<file path="src/rtl/riscv_pkg.sv">
`default_nettype none
// ============================================================================
// Module      : riscv_pkg
// Description : Shared RV32I definitions for the instruction encoder:
//               request kind enum, major opcodes, canonical NOP and a
//               signed-range helper.
// Revision    : 1.0 - initial release
// ============================================================================
package riscv_pkg;

    typedef enum logic [2:0] {
        KIND_LW    = 3'd0,
        KIND_SW    = 3'd1,
        KIND_RTYPE = 3'd2,
        KIND_BEQ   = 3'd3,
        KIND_ITYPE = 3'd4,
        KIND_JAL   = 3'd5
    } req_kind_e;

    localparam logic [6:0] c_opc_load   = 7'b0000011;
    localparam logic [6:0] c_opc_store  = 7'b0100011;
    localparam logic [6:0] c_opc_op     = 7'b0110011;
    localparam logic [6:0] c_opc_branch = 7'b1100011;
    localparam logic [6:0] c_opc_op_imm = 7'b0010011;
    localparam logic [6:0] c_opc_jal    = 7'b1101111;

    localparam logic [31:0] c_nop = 32'h00000013;

    // True when value is representable as a signed integer of 'bits' bits:
    // every bit from the would-be sign bit upward must equal bit 31.
    function automatic logic fits_signed(input logic [31:0] value, input int bits);
        logic ok;
        ok = 1'b1;
        for (int i = 0; i < 32; i++) begin
            if ((i >= bits - 1) && (value[i] != value[31])) begin
                ok = 1'b0;
            end
        end
        return ok;
    endfunction

endpackage
`default_nettype wire

</file>
<file path="src/rtl/instr_pack.sv">
`default_nettype none
// ============================================================================
// Module      : instr_pack
// Description : Combinational RV32I field packer. Builds the 32-bit word for
//               one request and flags requests that cannot be encoded.
// Ports       : kind/rd/rs1/rs2/funct3/funct7b5/imm in -> word, illegal out
// Revision    : 1.0 - initial release
// ============================================================================
module instr_pack
    import riscv_pkg::*;
(
    input  logic [2:0]  kind,
    input  logic [4:0]  rd,
    input  logic [4:0]  rs1,
    input  logic [4:0]  rs2,
    input  logic [2:0]  funct3,
    input  logic        funct7b5,
    input  logic [31:0] imm,
    output logic [31:0] word,
    output logic        illegal
);

    // Shift-immediate forms (SLLI/SRLI/SRAI) carry a 5-bit shamt only.
    logic w_is_shift;
    assign w_is_shift = (funct3 == 3'b001) || (funct3 == 3'b101);

    always_comb begin
        word    = c_nop;
        illegal = 1'b0;
        case (kind)
            KIND_LW: begin
                word    = {imm[11:0], rs1, 3'b010, rd, c_opc_load};
                illegal = !fits_signed(imm, 12);
            end
            KIND_SW: begin
                word    = {imm[11:5], rs2, rs1, 3'b010, imm[4:0], c_opc_store};
                illegal = !fits_signed(imm, 12);
            end
            KIND_RTYPE: begin
                word = {1'b0, funct7b5, 5'b00000, rs2, rs1, funct3, rd, c_opc_op};
            end
            KIND_BEQ: begin
                word    = {imm[12], imm[10:5], rs2, rs1, 3'b000, imm[4:1], imm[11],
                           c_opc_branch};
                illegal = !fits_signed(imm, 13) || imm[0];
            end
            KIND_ITYPE: begin
                // Only SRLI/SRAI use inst[30] to tell logical from arithmetic.
                if (funct3 == 3'b101) begin
                    word = {1'b0, funct7b5, 5'b00000, imm[4:0], rs1, funct3, rd,
                            c_opc_op_imm};
                end else begin
                    word = {imm[11:0], rs1, funct3, rd, c_opc_op_imm};
                end
                if (w_is_shift) begin
                    illegal = (imm[31:5] != 27'd0);
                end else begin
                    illegal = !fits_signed(imm, 12);
                end
            end
            KIND_JAL: begin
                word    = {imm[20], imm[10:1], imm[11], imm[19:12], rd, c_opc_jal};
                illegal = !fits_signed(imm, 21) || imm[0];
            end
            default: begin
                illegal = 1'b1;
            end
        endcase
    end

endmodule
`default_nettype wire

</file>
<file path="src/rtl/instr_encoder.sv">
`default_nettype none
// ============================================================================
// Module      : instr_encoder
// Description : Streams encoded RV32I words into instruction memory. Holds
//               the load FSM, the write address (pc), a one-deep output
//               buffer and the word count / sticky error flag.
// Ports       : start/base_addr/finish  - load control
//               req_*, rd..imm          - instruction request handshake
//               wr_*                    - memory write handshake
//               done/err/count          - load status
// Revision    : 1.0 - initial release
// ============================================================================
module instr_encoder
    import riscv_pkg::*;
(
    input  logic        clk,
    input  logic        reset,
    input  logic        start,
    input  logic [31:0] base_addr,
    input  logic        finish,
    input  logic        req_valid,
    output logic        req_ready,
    input  logic [2:0]  req_kind,
    input  logic [4:0]  rd,
    input  logic [4:0]  rs1,
    input  logic [4:0]  rs2,
    input  logic [2:0]  funct3,
    input  logic        funct7b5,
    input  logic [31:0] imm,
    output logic        wr_valid,
    input  logic        wr_ready,
    output logic [31:0] wr_addr,
    output logic [31:0] wr_data,
    output logic        done,
    output logic        err,
    output logic [15:0] count
);

    localparam logic [1:0] c_st_idle  = 2'd0;
    localparam logic [1:0] c_st_run   = 2'd1;
    localparam logic [1:0] c_st_drain = 2'd2;
    localparam logic [1:0] c_st_done  = 2'd3;

    logic [1:0]  r_state;
    logic [31:0] r_pc;
    logic        r_wr_valid;
    logic [31:0] r_wr_addr;
    logic [31:0] r_wr_data;
    logic [15:0] r_count;
    logic        r_err;

    logic [31:0] w_word;
    logic        w_illegal;
    logic        w_accept;
    logic        w_wr_fire;

    instr_pack u_pack (
        .kind     (req_kind),
        .rd       (rd),
        .rs1      (rs1),
        .rs2      (rs2),
        .funct3   (funct3),
        .funct7b5 (funct7b5),
        .imm      (imm),
        .word     (w_word),
        .illegal  (w_illegal)
    );

    // The buffer may be refilled on the same edge it drains.
    assign req_ready = (r_state == c_st_run) && (!r_wr_valid || wr_ready);
    assign w_accept  = req_valid && req_ready;
    assign w_wr_fire = r_wr_valid && wr_ready;

    always_ff @(posedge clk or posedge reset) begin
        if (reset) begin
            r_state    <= c_st_idle;
            r_pc       <= 32'd0;
            r_wr_valid <= 1'b0;
            r_wr_addr  <= 32'd0;
            r_wr_data  <= 32'd0;
            r_count    <= 16'd0;
            r_err      <= 1'b0;
        end else begin
            if (w_wr_fire && (r_count != 16'hFFFF)) begin
                r_count <= r_count + 16'd1;
            end

            // Illegal requests complete the handshake but never reach memory.
            if (w_accept && !w_illegal) begin
                r_wr_valid <= 1'b1;
                r_wr_addr  <= r_pc;
                r_wr_data  <= w_word;
                r_pc       <= r_pc + 32'd4;
            end else if (w_wr_fire) begin
                r_wr_valid <= 1'b0;
            end

            if (w_accept && w_illegal) begin
                r_err <= 1'b1;
            end

            // Placed last so a new load's clears take priority.
            case (r_state)
                c_st_idle, c_st_done: begin
                    if (start) begin
                        r_state <= c_st_run;
                        r_pc    <= base_addr;
                        r_count <= 16'd0;
                        r_err   <= 1'b0;
                    end
                end
                c_st_run: begin
                    if (finish) begin
                        r_state <= c_st_drain;
                    end
                end
                default: begin
                    if (!r_wr_valid || wr_ready) begin
                        r_state <= c_st_done;
                    end
                end
            endcase
        end
    end

    assign wr_valid = r_wr_valid;
    assign wr_addr  = r_wr_addr;
    assign wr_data  = r_wr_data;
    assign count    = r_count;
    assign err      = r_err;
    assign done     = (r_state == c_st_done);

endmodule
`default_nettype wire

</file>
<file path="config.mk">
export PLATFORM = sky130hd
export DESIGN_NAME = instr_encoder
export DESIGN_NICKNAME = d
export VERILOG_FILES = /design/src/rtl/riscv_pkg.sv /design/src/rtl/instr_pack.sv /design/src/rtl/instr_encoder.sv
export SDC_FILE = /design/constraint.sdc
export NUM_CORES = 1
export LEC_CHECK = 0
export CAP_MARGIN = 10
export CORE_ASPECT_RATIO = 1.25
export CORE_MARGIN = 10
export CORE_UTILIZATION = 48
export CTS_CLUSTER_DIAMETER = 60
export DETAILED_ROUTE_END_ITERATION = 8
export GPL_TIMING_DRIVEN = 0
export PLACE_DENSITY = 0.78
export SLEW_MARGIN = 10
export SYNTH_ARGS = -nofsm -noshare
export SYNTH_HDL_FRONTEND = slang
export SYNTH_SLANG_ARGS = --single-unit
export TNS_END_PERCENT = 50
</file>
<file path="constraint.sdc">
create_clock -name clk -period 3.8 [get_ports clk]
set_clock_uncertainty 0.05 [all_clocks]
set_input_delay 0.38 -clock clk [delete_from_list [all_inputs] [get_ports clk]]
set_output_delay 0.38 -clock clk [all_outputs]
set_load 0.005 [all_outputs]
</file>
==> out/metrics.cfg <==
[run_status]
outcome = finished clean

[placement]
dpl_cell_area_um2 = 7870
place.gp.congestion = 0.944
dp_hpwl_mm = 15.0
port-buffer-count = 174

[power]
p_int_mw = 3.81
sequentialPowerShare = 0.367
power_frac_comb = 0.361
power.density_nw_per_um2 = 676
p_clk_frac = 0.272
power.switching_mw = 1.90
ir_drop_uv = 384
cellLeakagePower_nw = 3.40
finalPower_mw = 5.71
switching_share = 0.333

[run]
drv_cap = 0

[setup_path]
rrSetupSlack_ns = 0.82
cp_max_fo = 10
worstReg2RegStart = r_state[1]
cp.required_ns = 4.05
worstSetupStartpointType = input port
critical_path_class = input port to flip-flop
end_kind = flip-flop
rr_endpoint = r_pc[27]
rr_worst_depth = 7
arrival_ns = 3.60

[layout]
multiInputGateArea_um2 = 2860
fin_area_um2 = 8450
nets = 894
antenna_cells = 0
syn_to_final_growth_pct = 43.4
regArea_um2 = 2850
drive_gt1_frac = 0.111
nFillCells = 958

[logic_synthesis]
synth-edff-count = 0
yosys_most_used_dff = dfrtp_1
syn_area_per_cell_um2 = 9.77
syn_nets = 700
ys_ff_latch = 114
synth_cell_types = 50
yosysSeqAreaShare = 0.484
netlist.top_cell.by_area = dfrtp_1
syn-cell-area_um2 = 5890
yosysTopAreaCellShare = 0.484
syn_inst = 603
synth.most_common_cell = dfrtp_1
synth_area_leaders = dfrtp_1 48%, mux2_2 6.9%, o21ai_0 5.9%, nand2_1 3.2%, nor2_1 3.1%
synth_commonest_cells = 114 x dfrtp_1, 69 x o21ai_0, 51 x nand2_1
synthArstFlopShare = 1.00
yosysWarningCount = 0

[sta]
finalCriticalPeriod_ns = 3.35
rsz0062_at_grt = no
worst_pin_slew_ns = 1.09
setup_viol = 0
slew_viol_final = 0
post-route-period-util = 0.881
hold_viol_final = 0
max_freq_mhz = 299
slew_headroom = 0.271

[clocking]
clockRootBuffer = clkbuf_16
htreeDepth = 4
clk_pin_slew_ns = 0.06
numCtsBuffers = 17
clockBufferDepth = 2
clock_latency_ns = 0.41
postCtsSetupBuffers = 0
cts_tree = yes
cts_resized = 0
ctsHoldBuffers = 0
cts_sinks = 114

[detailed_routing]
dr.pass1.iters = 5
dr.first_iter.drc_count = 357
final_antenna_net_count = 0
wirelength_mm = 19.8
wl_per_cell_um = 20.3
vias_per_cell = 5.92
num_vias = 5770
drc = 0

[die]
core_um2 = 12100
die_x_um = 119
start_util = 0.487
rows = 45
dieArea_um2 = 17100
fp.dieH_um = 144
io_pins = 176

[grt]
antenna_found_initial = 0
grt_pass1_wl_mm = 31.1
grt_usage = 0.228
grt_max_degree = 86
grt_pass1_vias = 6018
grt_remaining_overflow = 0

[worst_hold_path]
hold_class = input port to async pin

==> logic make-up (layout without fill, tap and decap cells) <==
family	after synthesis	count (layout)	share of synthesized area
AND/OR/NAND/NOR	212	212	0.186
AO/OA/AOI/OAI	168	168	0.184
flip-flops	114	114	0.484
buffers and inverters	45	252	0.0306
multiplexers	40	40	0.0756
XOR/XNOR	19	19	0.0282
adder cells (fa/ha/maj)	5	5	0.0106
==> worst max-delay path by stage <==
stage / startpoint / end / slack [ns] / depth (start not counted)
final: req_kind[0] / wr_addr[1] / 0.45 / 9
after global routing: req_kind[0] / wr_addr[1] / 0.29 / 9
after CTS: req_kind[0] / wr_addr[1] / 0.50 / 9
after detailed placement: req_kind[0] / wr_addr[1] / 0.08 / 9
after global placement: reset / wr_addr[23] / -1.26 / 2
after floorplan: reset / count[0] / 0.35 / 1
==> power groups by stage <==
| stage | Clock, mW | Sequential, mW | Combinational, mW |
|---|---|---|---|
| after floorplan | 0 | 2.03 | 0.918 |
| after global placement | 0 | 2.06 | 1.99 |
| after detailed placement | 0 | 2.10 | 2.05 |
| after CTS | 1.56 | 2.09 | 2.07 |
| after global routing | 1.62 | 2.16 | 2.27 |
| final | 1.55 | 2.10 | 2.06 |
==> critical path: stages <==
cell             delay, ns
clkdlybuf4s50_1       0.48
clkbuf_1              0.32
inv_1                 0.21
nor2_1                0.34
nand3_1               0.34
and3_1                0.30
nand2_1               0.40
clkbuf_1              0.44
mux2_2                0.39
==> metal layers <==
metal	routed length [µm]	global-route usage	vias to the layer above	part of all wire
li1	-	-	2638	-
met2	10100	0.398	307	0.51
met3	2060	0.0934	45	0.10
met4	640	0.109	0	0.032
met1	6990	0.233	2780	0.35
met5	0	0	-	0
==> state kept, by name (all words and copies together) (netlist names) <==
signal / count
wr_valid: 1
r_state: 2
wr_data: 30
r_pc: 32
wr_addr: 32
count: 16
err: 1
==> cells in the final DEF, fill, tap and decap left out, types with 6 or more instances in the layout <==
master           netlist  final
a31oi_1               20     20
nand3_1               20     20
o31ai_1               16     16
nand2_1               51     51
inv_1                 14     13
or4_1                 16     16
a22oi_1               21     21
nor2_1                49     49
and3_1                 9      9
clkbuf_16              0     17
or3_1                 10     10
xor2_1                13     13
and2_1                10     10
dfrtp_1              114    114
clkbuf_1              25     25
xnor2_1                6      6
clkdlybuf4s50_1        0    174
o21ai_0               69     69
nand4_1               16     16
a21oi_1               18     18
clkinv_2               0      6
mux2_2                36     36
nor3_1                11     11
==> stage by stage <==
step | hold slack, ns | instances | utilization | worst slack (ns) | setup TNS [ns]
2_1_floorplan | 0.392 | 603 | - | 0.354 | 0
3_3_place_gp | 0.409 | 941 | 0.647 | -1.26 | -142.50
3_5_place_dp | 0.422 | 942 | 0.650 | 0.0814 | 0
4_1_cts | 0.272 | 974 | 0.698 | 0.499 | 0
5_1_grt | 0.281 | 974 | 0.698 | 0.287 | 0
6_report | 0.258 | 974 | 0.698 | 0.451 | 0
==> area by class of cell <==
| class | count | share of cell area |
|---|---|---|
| clock buffers | 18 | 0.0520 |
| well taps | 164 | 0.0243 |
| repair buffers | 175 | 0.209 |
| multi-input cells | 444 | 0.338 |
| flip-flops and latches | 114 | 0.338 |
| clock inverters | 14 | 0.0163 |
| plain buffers | 31 | 0.0151 |
| inverters | 14 | 0.00681 |
Note: power is estimated with default switching activity, not from simulation.
